<file path="src/rtl/fight_pkg.sv">
// Shared definitions for the fight-game frame scheduler: controller states,
// VGA raster totals and the bit layout of the renderer's finish bus.
package fight_pkg;

  typedef enum logic [1:0] {
    ST_RUN  = 2'd0,
    ST_KO   = 2'd1,
    ST_OVER = 2'd2
  } fight_state_e;

  localparam int unsigned H_TOTAL              = 800;
  localparam int unsigned V_TOTAL              = 525;
  localparam int unsigned V_LATCH_LINE_DEFAULT = 515;

  localparam int unsigned FIN_OVER_BIT     = 0;
  localparam int unsigned FIN_LOSER_P1_BIT = 1;

endpackage

</file>
<file path="src/rtl/fight_frame_scheduler_flash_timer.sv">
// Per-player damage-flash window: hits are remembered until the next frame
// update, which (re)loads the full window; the window then counts down per frame.
module flash_timer #(
  parameter int unsigned FLASH_FRAMES = 8
) (
  input  logic clk,
  input  logic rst,
  input  logic tick,
  input  logic hit,
  input  logic kill,
  output logic flash
);

  localparam logic [3:0] LOAD = 4'(FLASH_FRAMES);

  logic       pending_q;
  logic [3:0] cnt_q;
  logic       hit_ok;

  // While killed (game over) hits are dropped, not deferred.
  assign hit_ok = hit && !kill;

  always_ff @(posedge clk) begin
    if (rst) begin
      pending_q <= 1'b0;
      cnt_q     <= '0;
    end else if (tick) begin
      pending_q <= 1'b0;
      if (pending_q || hit_ok) begin
        cnt_q <= LOAD;
      end else if (cnt_q != '0) begin
        cnt_q <= cnt_q - 4'd1;
      end
    end else if (hit_ok) begin
      pending_q <= 1'b1;
    end
  end

  assign flash = (cnt_q != '0) && !kill;

endmodule

</file>
<file path="src/rtl/fight_frame_scheduler.sv">
// Frame-synchronous game-state sampler: latches positions once per frame in
// vertical blank, times damage flashes and sequences KO -> game over.
module fight_frame_scheduler
  import fight_pkg::*;
#(
  parameter int unsigned V_LATCH_LINE = V_LATCH_LINE_DEFAULT,
  parameter int unsigned FLASH_FRAMES = 8,
  parameter int unsigned KO_FRAMES    = 60,
  parameter int unsigned P1_X0        = 200,
  parameter int unsigned P2_X0        = 500,
  parameter int unsigned PY0          = 266
) (
  input  logic       clk,
  input  logic       rst,
  input  logic [9:0] hCount,
  input  logic [9:0] vCount,
  input  logic [9:0] p1_x_in,
  input  logic [9:0] p1_y_in,
  input  logic [9:0] p2_x_in,
  input  logic [9:0] p2_y_in,
  input  logic [3:0] p1_health,
  input  logic [3:0] p2_health,
  input  logic       p1_hit,
  input  logic       p2_hit,
  input  logic       restart,
  output logic [9:0] p1_x,
  output logic [9:0] p1_y,
  output logic [9:0] p2_x,
  output logic [9:0] p2_y,
  output logic       p1_flash,
  output logic       p2_flash,
  output logic [1:0] finish,
  output logic       frame_tick
);

  localparam logic [9:0] LATCH_V = 10'(V_LATCH_LINE);
  localparam logic [6:0] KO_LOAD = 7'(KO_FRAMES - 1);

  fight_state_e state_q, state_d;
  logic [6:0]   ko_cnt_q;
  logic         loser_p1_q;
  logic         restart_q;
  logic         upd;
  logic         latch_pos;
  logic         kill;

  assign upd  = (hCount == '0) && (vCount == LATCH_V);
  assign kill = (state_q == ST_OVER);

  always_comb begin
    state_d   = state_q;
    latch_pos = 1'b0;
    if (upd) begin
      case (state_q)
        ST_RUN: begin
          latch_pos = 1'b1;
          if (p1_health == '0 || p2_health == '0) state_d = ST_KO;
        end
        ST_KO: begin
          if (ko_cnt_q == '0) state_d = ST_OVER;
        end
        ST_OVER: begin
          // Restart also re-latches positions on the same update point.
          if (restart_q || restart) begin
            state_d   = ST_RUN;
            latch_pos = 1'b1;
          end
        end
        default: state_d = ST_RUN;
      endcase
    end
  end

  always_ff @(posedge clk) begin
    if (rst) begin
      state_q    <= ST_RUN;
      ko_cnt_q   <= '0;
      loser_p1_q <= 1'b0;
      restart_q  <= 1'b0;
      finish     <= '0;
      frame_tick <= 1'b0;
      p1_x       <= 10'(P1_X0);
      p1_y       <= 10'(PY0);
      p2_x       <= 10'(P2_X0);
      p2_y       <= 10'(PY0);
    end else begin
      state_q    <= state_d;
      frame_tick <= upd;

      if (latch_pos) begin
        p1_x <= p1_x_in;
        p1_y <= p1_y_in;
        p2_x <= p2_x_in;
        p2_y <= p2_y_in;
      end

      if (state_q == ST_RUN && state_d == ST_KO) begin
        ko_cnt_q   <= KO_LOAD;
        loser_p1_q <= (p1_health == '0) && (p2_health != '0);
      end else if (upd && state_q == ST_KO && ko_cnt_q != '0) begin
        ko_cnt_q <= ko_cnt_q - 7'd1;
      end

      // Restart requests are only remembered while already in OVER.
      if (state_q != ST_OVER || state_d == ST_RUN) begin
        restart_q <= 1'b0;
      end else if (restart) begin
        restart_q <= 1'b1;
      end

      if (state_q == ST_KO && state_d == ST_OVER) begin
        finish[FIN_OVER_BIT]     <= 1'b1;
        finish[FIN_LOSER_P1_BIT] <= loser_p1_q;
      end else if (state_q == ST_OVER && state_d == ST_RUN) begin
        finish <= '0;
      end
    end
  end

  flash_timer #(.FLASH_FRAMES(FLASH_FRAMES)) u_p1_flash (
    .clk   (clk),
    .rst   (rst),
    .tick  (upd),
    .hit   (p1_hit),
    .kill  (kill),
    .flash (p1_flash)
  );

  flash_timer #(.FLASH_FRAMES(FLASH_FRAMES)) u_p2_flash (
    .clk   (clk),
    .rst   (rst),
    .tick  (upd),
    .hit   (p2_hit),
    .kill  (kill),
    .flash (p2_flash)
  );

endmodule

</file>
<file path="config.mk">
export PLATFORM = sky130hd
export DESIGN_NAME = fight_frame_scheduler
export DESIGN_NICKNAME = d
export VERILOG_FILES = /design/src/rtl/fight_pkg.sv /design/src/rtl/fight_frame_scheduler_flash_timer.sv /design/src/rtl/fight_frame_scheduler.sv
export SDC_FILE = /design/constraint.sdc
export NUM_CORES = 1
export LEC_CHECK = 0
export CAP_MARGIN = 10
export CELL_PAD_IN_SITES_DETAIL_PLACEMENT = 0
export CELL_PAD_IN_SITES_GLOBAL_PLACEMENT = 1
export CORE_MARGIN = 2
export CORE_UTILIZATION = 30
export DETAILED_ROUTE_END_ITERATION = 6
export PLACE_DENSITY = 0.82
export SLEW_MARGIN = 15
export SYNTH_ARGS = -nofsm -noshare
export SYNTH_HDL_FRONTEND = slang
export SYNTH_SLANG_ARGS = --single-unit
</file>
<file path="constraint.sdc">
create_clock -name clk -period 2.38 [get_ports clk]
set_input_delay 0.357 -clock clk [delete_from_list [all_inputs] [get_ports clk]]
set_output_delay 0.357 -clock clk [all_outputs]
set_load 0.02 [all_outputs]
</file>
==> results of run 1 <==
==> routing by layer <==
metal	GRT usage	up-vias
li1	-	1410
met1	0.176	1221
met2	0.256	82
met3	0.0662	9
met4	0.0306	0
met5	0	-
==> per-stage QoR <==
step                std cells  power (mW)
finish                    571        2.07
global route              571        2.17
CTS                       571        2.11
detailed placement        556        1.28
global placement          556        1.28
floorplan                 331        1.14
==> state kept, by name, summed over array words and instances, names as in the netlist <==
register / flops
u_p1_flash.pending_q: 1
p1_x: 10
frame_tick: 1
p2_x: 10
restart_q: 1
p2_y: 10
loser_p1_q: 1
u_p2_flash.pending_q: 1
finish: 2
u_p2_flash.cnt_q: 4
p1_y: 10
state_q: 2
ko_cnt_q: 7
u_p1_flash.cnt_q: 4
==> worst max-delay path by stage <==
| stage | start | to | depth (start not counted) |
|---|---|---|---|
| 4_1_cts | u_p1_flash.cnt_q[0]$_SDFFE_PP0P_ | p1_flash | 5 |
| 2_1_floorplan | hCount[1] | p1_x[0]$_SDFFE_PP0P_ | 7 |
| 3_3_place_gp | vCount[3] | p1_x[5]$_SDFFE_PP0P_ | 7 |
| 5_1_grt | u_p2_flash.cnt_q[0]$_SDFFE_PP0P_ | p2_flash | 5 |
| 6_report | u_p1_flash.cnt_q[0]$_SDFFE_PP0P_ | p1_flash | 5 |
| 3_5_place_dp | vCount[3] | p1_x[2]$_SDFFE_PP0P_ | 7 |
==> kinds of logic after synthesis <==
logic type | Yosys count | share of synthesized area
and+or+nand+nor | 162 | 0.328
AOI/OAI and AO/OA | 69 | 0.133
DFF | 64 | 0.464
buffers and inverters | 26 | 0.0385
xor gates and xnor gates | 5 | 0.0158
adders and majority gates | 3 | 0.0136
muxes | 2 | 0.00770
==> cell type report <==
type,count,area (um2)
timing repair buffer,133,1310
clock buffer,12,155
sequential,64,1280
multi-input combinational,241,1380
clock inverter,3,17.5
inverter,7,26.3
fill,916,4800
tap,111,139
==> tightest hold or removal path: cells and delay by family (launching register included) <==
family / cells / cell delay (ns)
AO/OA/AOI/OAI: 1 / 0.05
flip-flops: 1 / 0.31
AND/OR/NAND/NOR: 1 / 0.05
==> power groups by stage <==
stage / registers, mW / clock network, mW / logic (mW)
after floorplan: 1.10 / 0 / 0.0405
after global placement: 1.10 / 0 / 0.178
after detailed placement: 1.10 / 0 / 0.178
after CTS: 1.07 / 0.853 / 0.179
after global routing: 1.07 / 0.905 / 0.191
final: 1.07 / 0.817 / 0.178
==> placed cells by master, fill, tap and decap left out, types with 7 or more instances in the layout <==
cell	count
nand2_1	54
nor2_1	27
clkdlybuf4s50_1	116
inv_1	7
nor3_1	24
clkbuf_8	11
buf_4	14
dfxtp_1	64
o21ai_0	10
nor2b_1	8
nor4_1	9
a21oi_1	51
==> run summary, run 1 <==
Setup crit start kind: register
Die Width: 100 um
Setup Fix Bufs, Post-CTS: 0
Synth Register Bits: 64
H-tree Lvls: 3
port buffer count: 117
largest net degree at the start of global routing: 33
most numerous cell in the Yosys netlist: dfxtp_1
R2R Path End: state_q[0]$_SDFF_PP0_
die area: 0.0100 mm2
total track usage: 0.150
worst vdd ir: 0.000291 V
Synth cell types: 40
Worst-path clk slew: 0.07 ns
FF-to-FF path depth: 6
cells along the critical path: inv_1 > ha_1 > nor3b_1 > nor2_1 > clkdlybuf4s50_1
worst slack at placement: 0.0194 ns
wire length on met3: 585 um
PwrDens: 480 mW/mm2
Synth Warn #: 0
CP max stage cell: clkdlybuf4s50_1
via count: 2722
CTS sink cnt: 64
Net Sw Frac: 0.218
Initial DRC Count: 82
largest area contributor in the netlist: dfxtp_1
Hold Crit Start: p1_y[6]$_SDFFE_PP0P_
critical path class: reg2out
ys flop type: dfxtp_1
dominant cells by area after synthesis: dfxtp_1, a21oi_1, nand2_1
IO Count: 118
share of power burned in registers: 0.519
Logic pwr share: 0.086
Worst R2R Start: ko_cnt_q[3]$_SDFFE_PP0P_
GP Congestion: 0.815
Final Skew: 0.00954 ns
Min-Delay Path Class: reg2reg
CP peak stage delay: 0.62 ns
initial antenna violation count: 0
post-layout util: 0.473
FMAX: 0.450 GHz
design area: 0.00431 mm2
Initial DRT Pass Iterations: 4
area share of the largest cell type after synthesis: 0.464
Final nets: 532
WL final: 7380 um
WL/cell: 12.9 um
clk_lat worst skew: 0.33 ns
post-route minimum period: 2.22 ns
Final ANT Viol Nets: 0
vias in the first global route: 2679
Die H: 100 um
CP Capture Type: output pin
WL met1: 3320 um
power share of the clock group: 0.395
residual DRC count: 0
Syn Area/Cell: 8.35 um2
post-synthesis sequential area ratio: 0.464
Area Overhead vs Synth: 56.0%
total internal power: 1.62 mW
Top Metal Used: met4
Post-Syn Instances: 331
TritonCTS clock tree: yes
Leak: 1.42 nW
final setup violating endpoints: 0
hold_buf cts: 0
root buffer cell: clkbuf_8
critical path data required time: 2.02 ns
crit-path max FO: 3
WP data arrival: 1.86 ns
Bufs and invs on worst path: 2
Final Slew Violations: 0
Worst slew margin: 0.528
post-route setup TNS: 0 ns
Switching Power: 451 uW
layout cells sized above 1: 0.0978
Hold Path Cell Cnt: 2
Rows: 35
Reg2Reg Setup Slack: 0.37 ns
Synth Net Count: 407
Post-Syn Area: 0.00276 mm2
GRT overflow: 0
Async SR Flop Fraction: 0
worst hold margin: 0.453 ns
Max-cap violations: 0
Initial Util: 0.303
met2 routed WL: 3410 um
DP Wirelength: 5480 um
crit-path leading delay family: buffers and inverters
Worst Hold Path EP: p1_y[6]$_SDFFE_PP0P_
DR vias/cell: 4.77
CTS Buf Count: 9
Synth top cells by count: dfxtp_1, nand2_1, a21oi_1, nor2_1, nor3_1
global-route wire length before repair: 12200 um
Tcrit/Tclk final: 0.933
antenna fix cells: 0
Core Area: 0.00911 mm2
Hold Vio Cnt, Final: 0
worst setup margin: 0.158 ns
outcome: complete, no violations
dpl cell area: 0.00414 mm2
EDFF count, synth: 0
Worst-Margin Slew: 0.706 ns
CTS max path bufs: 2
RSZ-0062 raised after global routing: no
post_cts resized: 0
(Power assumes the default switching activity.)
==> run 2, diff against run 1 <==
- GPL_ROUTABILITY_DRIVEN: unset -> 0
==> results of run 2 <==
No change in the layout: final DEF, timing and power equal those of run 1.
